**src/rtl/regfile_writeback_queue.sv**
```systemverilog
// -----------------------------------------------------------------------------
// regfile_writeback_queue
//
// Buffered writeback stage in front of the MIPS register file write port.
// Register-write requests from execute/memory are held in an in-order queue of
// DEPTH entries. Each cycle the oldest entry moves into a registered output
// stage that drives the register file write port directly.
//
// Writes to r0 complete the handshake but are dropped, because r0 is hardwired
// to zero and committing such a write has no effect.
//
// Optional feature macro: WBQ_FORWARD_EN
//   defined   : combinational forwarding lookup on read_reg1/read_reg2 across
//               all pending entries plus the output stage. The youngest match
//               wins.
//   undefined : fwd_hit*/fwd_data* are tied to zero and no search logic is
//               built. Decode must then stall while (count != 0 || write_en).
// Queue and issue behaviour is identical in both builds.
// -----------------------------------------------------------------------------
module regfile_writeback_queue #(
  parameter int DEPTH      = 4,   // power of two, 2..16
  parameter int DATA_WIDTH = 32,
  parameter int ADDR_WIDTH = 5
) (
  input  logic                         clk,
  input  logic                         reset,
  // writeback request side
  input  logic                         wb_valid,
  input  logic [ADDR_WIDTH-1:0]        wb_reg,
  input  logic [DATA_WIDTH-1:0]        wb_data,
  output logic                         wb_ready,
  // register file write port
  output logic                         write_en,
  output logic [ADDR_WIDTH-1:0]        write_reg,
  output logic [DATA_WIDTH-1:0]        write_data,
  // decode forwarding lookup
  input  logic [ADDR_WIDTH-1:0]        read_reg1,
  input  logic [ADDR_WIDTH-1:0]        read_reg2,
  output logic                         fwd_hit1,
  output logic                         fwd_hit2,
  output logic [DATA_WIDTH-1:0]        fwd_data1,
  output logic [DATA_WIDTH-1:0]        fwd_data2,
  // occupancy, excluding the output stage
  output logic [$clog2(DEPTH+1)-1:0]   count
);

  localparam int PTR_W = $clog2(DEPTH);
  localparam int CNT_W = $clog2(DEPTH+1);
  localparam logic [CNT_W-1:0] FULL_COUNT = CNT_W'(DEPTH);

  typedef struct packed {
    logic [ADDR_WIDTH-1:0] rd;
    logic [DATA_WIDTH-1:0] data;
  } entry_t;

  // ---------------------------------------------------------------------------
  // State
  // ---------------------------------------------------------------------------
  entry_t                mem_q [DEPTH];
  logic [PTR_W-1:0]      head_q, head_d;
  logic [PTR_W-1:0]      tail_q, tail_d;
  logic [CNT_W-1:0]      count_q, count_d;
  logic                  write_en_q, write_en_d;
  logic [ADDR_WIDTH-1:0] write_reg_q, write_reg_d;
  logic [DATA_WIDTH-1:0] write_data_q, write_data_d;

  // Handshake and queue events for this cycle
  logic accept;  // handshake completes
  logic store;   // accepted and not addressed to r0
  logic deq;     // head entry moves to the output stage

  // Full/empty come from the count. Pointer equality is ambiguous when the
  // pointers wrap, so it is never used to decide occupancy.
  assign wb_ready = (count_q < FULL_COUNT);
  assign accept   = wb_valid && wb_ready;
  assign store    = accept && (wb_reg != '0);
  assign deq      = (count_q != '0);

  // Next-state for pointers, occupancy and the output stage
  always_comb begin
    // NOTE: every variable gets a default first so no path leaves it unassigned
    // and no latch is inferred.
    head_d       = head_q;
    tail_d       = tail_q;
    count_d      = count_q;
    write_en_d   = 1'b0;
    write_reg_d  = write_reg_q;
    write_data_d = write_data_q;

    if (deq) begin
      write_en_d   = 1'b1;
      write_reg_d  = mem_q[head_q].rd;
      write_data_d = mem_q[head_q].data;
      head_d       = head_q + PTR_W'(1);  // DEPTH is a power of two, so this wraps
    end

    if (store) begin
      tail_d = tail_q + PTR_W'(1);
    end

    count_d = count_q + CNT_W'(store) - CNT_W'(deq);
  end

  // Control state register with asynchronous reset
  always_ff @(posedge clk or posedge reset) begin
    if (reset) begin
      // NOTE: sequential state uses non-blocking assignments only, so every
      // register samples the values from before the edge.
      head_q       <= '0;
      tail_q       <= '0;
      count_q      <= '0;
      write_en_q   <= 1'b0;
      write_reg_q  <= '0;
      write_data_q <= '0;
    end else begin
      head_q       <= head_d;
      tail_q       <= tail_d;
      count_q      <= count_d;
      write_en_q   <= write_en_d;
      write_reg_q  <= write_reg_d;
      write_data_q <= write_data_d;
    end
  end

  // Queue storage: written at the tail on every stored request
  always_ff @(posedge clk) begin
    // NOTE: the entry array is deliberately not reset. Validity comes only from
    // head/count, and stale slots are never read as live data.
    if (store) begin
      mem_q[tail_q] <= '{rd: wb_reg, data: wb_data};
    end
  end

  assign write_en   = write_en_q;
  assign write_reg  = write_reg_q;
  assign write_data = write_data_q;
  assign count      = count_q;

  // ---------------------------------------------------------------------------
  // Forwarding lookup
  // ---------------------------------------------------------------------------
`ifdef WBQ_FORWARD_EN
  logic [ADDR_WIDTH-1:0] lookup_addr [2];
  logic                  lookup_hit  [2];
  logic [DATA_WIDTH-1:0] lookup_data [2];

  assign lookup_addr[0] = read_reg1;
  assign lookup_addr[1] = read_reg2;

  // Search runs from oldest to youngest so that later matches override earlier
  // ones. The output stage is older than every queue entry, and it is searched
  // because its write has not committed yet.
  always_comb begin
    logic [PTR_W-1:0] idx;
    idx = head_q;
    for (int p = 0; p < 2; p++) begin
      lookup_hit[p]  = 1'b0;
      lookup_data[p] = '0;
      if (lookup_addr[p] != '0) begin
        if (write_en_q && (write_reg_q == lookup_addr[p])) begin
          lookup_hit[p]  = 1'b1;
          lookup_data[p] = write_data_q;
        end
        for (int k = 0; k < DEPTH; k++) begin
          idx = head_q + PTR_W'(k);
          if ((CNT_W'(k) < count_q) && (mem_q[idx].rd == lookup_addr[p])) begin
            lookup_hit[p]  = 1'b1;
            lookup_data[p] = mem_q[idx].data;
          end
        end
      end
    end
  end

  assign fwd_hit1  = lookup_hit[0];
  assign fwd_hit2  = lookup_hit[1];
  assign fwd_data1 = lookup_data[0];
  assign fwd_data2 = lookup_data[1];
`else
  // No forwarding: decode stalls instead, and the read addresses are unused.
  logic unused_read_regs;
  assign unused_read_regs = ^{read_reg1, read_reg2};

  assign fwd_hit1  = 1'b0;
  assign fwd_hit2  = 1'b0;
  assign fwd_data1 = '0;
  assign fwd_data2 = '0;
`endif

endmodule

```
**config.mk**
```make
export PLATFORM = sky130hd
export DESIGN_NAME = regfile_writeback_queue
export DESIGN_NICKNAME = d
export VERILOG_FILES = /design/src/rtl/regfile_writeback_queue.sv
export SDC_FILE = /design/constraint.sdc
export NUM_CORES = 1
export LEC_CHECK = 0
export CAP_MARGIN = 20
export CORE_ASPECT_RATIO = 0.6
export CORE_MARGIN = 2
export CORE_UTILIZATION = 48
export CTS_BUF_LIST = sky130_fd_sc_hd__clkbuf_4 sky130_fd_sc_hd__clkbuf_8
export CTS_CLUSTER_DIAMETER = 100
export CTS_CLUSTER_SIZE = 10
export DETAILED_ROUTE_END_ITERATION = 6
export HOLD_SLACK_MARGIN = 0.05
export PLACE_DENSITY = 0.78
export SETUP_SLACK_MARGIN = 0.5
export SLEW_MARGIN = 25
export SYNTH_ARGS = -nofsm -noshare
export SYNTH_HDL_FRONTEND = slang
export SYNTH_SLANG_ARGS = --single-unit
```
**constraint.sdc**
```tcl
create_clock -name clk -period 2.3 [get_ports clk]
set_input_delay 0.575 -clock clk [delete_from_list [all_inputs] [get_ports clk]]
set_output_delay 0.575 -clock clk [all_outputs]
set_load 0.01 [all_outputs]
```
==> flow_summary_export.csv <==
group,metric,value,unit
timing,relSlewSlack,59.14,%
worst_setup_path,crit_path_max_fanout,2,
global_route,grt_pass1_wl,21930,um
global_route,track_usage,17.49,%
pwr,switching_share,30.50,%
synth,synth_top_area_share,58.04,%
synth,synth_warnings,0,
worst_setup_path,cp_slowest_cell,"or3_4",
layout,fill_cells,1148,
synth,ys.flop_type,"edfxtp_1",
pwr,p_leak,3.599,nW
pwr,pwr-share-comb,32.6,%
worst_setup_path,max_stage_delay,0.41,ns
route,firstDrtPassIters,5,
synth,ys_types,19,
clock_tree,clk-insertion-delay-late,0.44,ns
global_route,antenna_found_initial,0,
floorplan,rows,35,
global_route,grtUsageMet1,24.61,%
synth,synthCells,454,
timing,clock.fmax,483.6,MHz
timing,fin_skew,0.01394,ns
global_route,first_global_vias,3903,
layout,finalNetCount,621,
route,drtAntennaViolNets,0,
global_route,use_met2,28.27,%
floorplan,initial_core_util,49.53,%
place,hpwl,8824,um
run,cap_violations,0,
route,viasPerCell,4.868,
layout,drive_gt1_share,20.80,%
synth,yosys.area.top_type,"edfxtp_1",
route,num_vias,3797,
global_route,grt_busiest_layer,"met2",
synth,synth.area.top_cells,"edfxtp_1 58%, dfrtp_1 15%, mux4_2 11%",
pwr,max-vdd-ir-drop,0.5618,mV
pwr,power_frac_seq,44.9,%
worst_setup_path,cp-start-kind,"input port",
worst_setup_path,crit_required,2.63,ns
worst_setup_path,cp-end-kind,"register",
clock_tree,clkTransAtPathRegs,0.09,ns
synth,synth_edf_count,148,
clock_tree,cts_made_buffers,17,
synth,synthArstFlopShare,23.32,%
layout,largest_reg_flops,148,
synth,yosysSeqAreaShare,72.75,%
route,wl_per_cell,18.18,um
floorplan,core,15460,sq um
timing,fin_crit,2.068,ns
synth,ys_ff_latch,193,
timing,rsz0062_at_grt,"true",
layout,multi_input_area,1768,sq um
worst_setup_path,crit_chain,"buf_6 -> or3_4 -> o311a_4 -> inv_4 -> ha_4 -> inv_4 -> ha_4 -> fa_2 -> xnor2_2 -> xnor2_1",
pwr,internal_power,0.007678,W
route,totalWireLength,14180,um
global_route,grt_max_degree,46,
global_route,grt_overflow,0,
timing,fin_crit_sh,89.90,%
place,portBuffers,81,
clock_tree,cts.htree.levels,4,
place,gp_congestion,0.7473,
timing,hold_slack,0.4234,ns
timing,finalSetupViolCount,0,
synth,yosys.cell_count.top_type,"edfxtp_1",
run_status,status,"completed",
worst_setup_path,critPathArrivalTime,2.39,ns
layout,syn2layout_area_growth,20.83,%
clock_tree,clock_sinks,193,
global_route,met3_usage,4.531,%
clock_tree,cts_tree,"yes",
pwr,total_power,0.01105,W
pwr,netSwitchingPower,0.003369,W
synth,syn_avg_cell_area,16.87,sq um
pwr,cellPowerDensity,1194,nW/um^2
floorplan,fp.dieW,167.1,um
route,drtIter0Drc,274,
synth,synth.cell_area,7657,sq um
synth,synth_common_cells,"148 x edfxtp_1, 112 x nand2_1, 66 x buf_4, 45 x dfrtp_1, 37 x mux4_2",
pwr,p_clk_share,22.4,%
route,drc,0,
layout,seq_area,5574,sq um
clock_tree,clockBufferDepth,2,
timing,finalHoldViolCount,0,
timing,maxSlewViolCount,0,
worst_setup_path,critPathKind,"input port to register",
floorplan,die_area,17010,sq um
layout,diodes,0,
timing,worst_slew_pin_slew,0.6129,ns
clock_tree,cts_hold_buf,0,
min_path,worstHoldPathType,"input port to register",
floorplan,die_h,101.8,um
floorplan,io_pins,158,
clock_tree,cts-root-buf,"clkbuf_8",
[final cells by class]
cell class / instances / share of cell area [%]
clock inverters: 15 / 2.448
flip-flops and latches: 193 / 60.24
repair buffers: 108 / 12.51
multi-input cells: 235 / 19.11
inverters: 9 / 0.4192
well taps: 203 / 2.745
clock buffers: 17 / 2.529
[kinds of logic (layout without fill, tap and decap cells)]
logic type               count (synthesis)  in the layout  share of synthesized area [%]
AO/OA/AOI/OAI                            1              1                         0.2778
buffers and inverters                   91            149                          8.006
AND/OR/NAND/NOR                        118            118                          6.029
other                                    1             66                        0.04897
XOR/XNOR                                 5              5                         0.5719
multiplexers                            38             38                          11.08
flip-flops                             193            193                          72.75
adder cells (fa/ha/maj)                  7              7                          1.242
[per-layer routing]
metal  share of wire, %  vias to the layer above
met1                 45                     1931
li1                   -                     1718
met5                  0                        -
met2                 49                      142
met4               0.38                        0
met3                6.1                        6
[power groups by stage]
| stage | Sequential [W] | Clock, W | Combinational [W] |
|---|---|---|---|
| 3_3_place_gp | 0.00501 | 0 | 0.00360 |
| 3_5_place_dp | 0.00507 | 0 | 0.00370 |
| 2_1_floorplan | 0.00509 | 0 | 0.00213 |
| 6_report | 0.00497 | 0.00248 | 0.00361 |
| 5_1_grt | 0.00506 | 0.00268 | 0.00397 |
| 4_1_cts | 0.00498 | 0.00254 | 0.00365 |
[what timing repair did]
| item | 4_1_cts | 5_1_grt |
|---|---|---|
| pin swaps | 9 | 7 |
| gates cloned | 3 | 0 |
| setup buffers | 3 | 1 |
| setup endpoints to repair | 195 | 30 |
| resized for setup | 73 | 7 |
[worst max-delay path: cells and delay by family]
family / cells / cell delay (ns)
and+or+nand+nor: 1 / 0.41
AOI/OAI and AO/OA: 1 / 0.34
adders and majority gates: 3 / 0.62
xor gates and xnor gates: 2 / 0.27
buffers and inverters: 3 / 0.18
[worst paths after layout]
check / slack (ns) / from / depth (start not counted) / endpoint
setup reg to reg: 0.37 / count[1] / 8 / count[2]
max in group asynchronous: 1.55 / reset / 3 / count[2]
setup / recovery: 0.23 / wb_reg[0] / 10 / count[2]
hold / removal: 0.42 / wb_reg[1] / 2 / mem_q[2][33]
min in group asynchronous: 0.49 / reset / 3 / write_reg[0]
hold reg to reg: 0.47 / write_data[19] / 2 / write_data[19]
[cells in the final DEF (no fill, tap or decap)]
cell type,instances
conb_1,66
buf_4,15
xnor2_2,1
clkinvlp_4,1
or3_4,1
mux4_2,37
bufbuf_16,3
nor3_2,1
dfrtp_1,42
mux2_4,1
clkinv_4,1
clkbuf_8,17
o311a_4,1
nand2_1,112
ha_1,4
clkdlybuf4s50_1,35
edfxtp_1,148
inv_8,1
buf_2,1
bufinv_16,5
dlygate4sd2_1,40
dfrtp_2,3
ha_4,2
clkinv_1,1
inv_1,4
xnor2_1,4
buf_12,9
fa_2,1
and2_4,4
buf_8,1
clkinv_2,2
inv_6,4
inv_4,2
buf_6,2
dlymetal6s2s_1,1
inv_2,3
clkdlybuf4s15_2,1
[stage by stage]
step / utilization (%) / setup slack, ns / cell area [sq um] / instances / setup TNS, ns
2_1_floorplan: - / -0.09606 / 7904 / 519 / -0.09606
3_3_place_gp: 56.02 / -0.7130 / 8660 / 741 / -60.75
3_5_place_dp: 56.02 / -0.7468 / 8660 / 741 / -63.24
4_1_cts: 59.68 / 0.1840 / 9225 / 779 / 0
5_1_grt: 59.85 / 0.1913 / 9253 / 780 / 0
6_report: 59.85 / 0.2324 / 9253 / 780 / 0
Power figures use the tool's default switching activity.
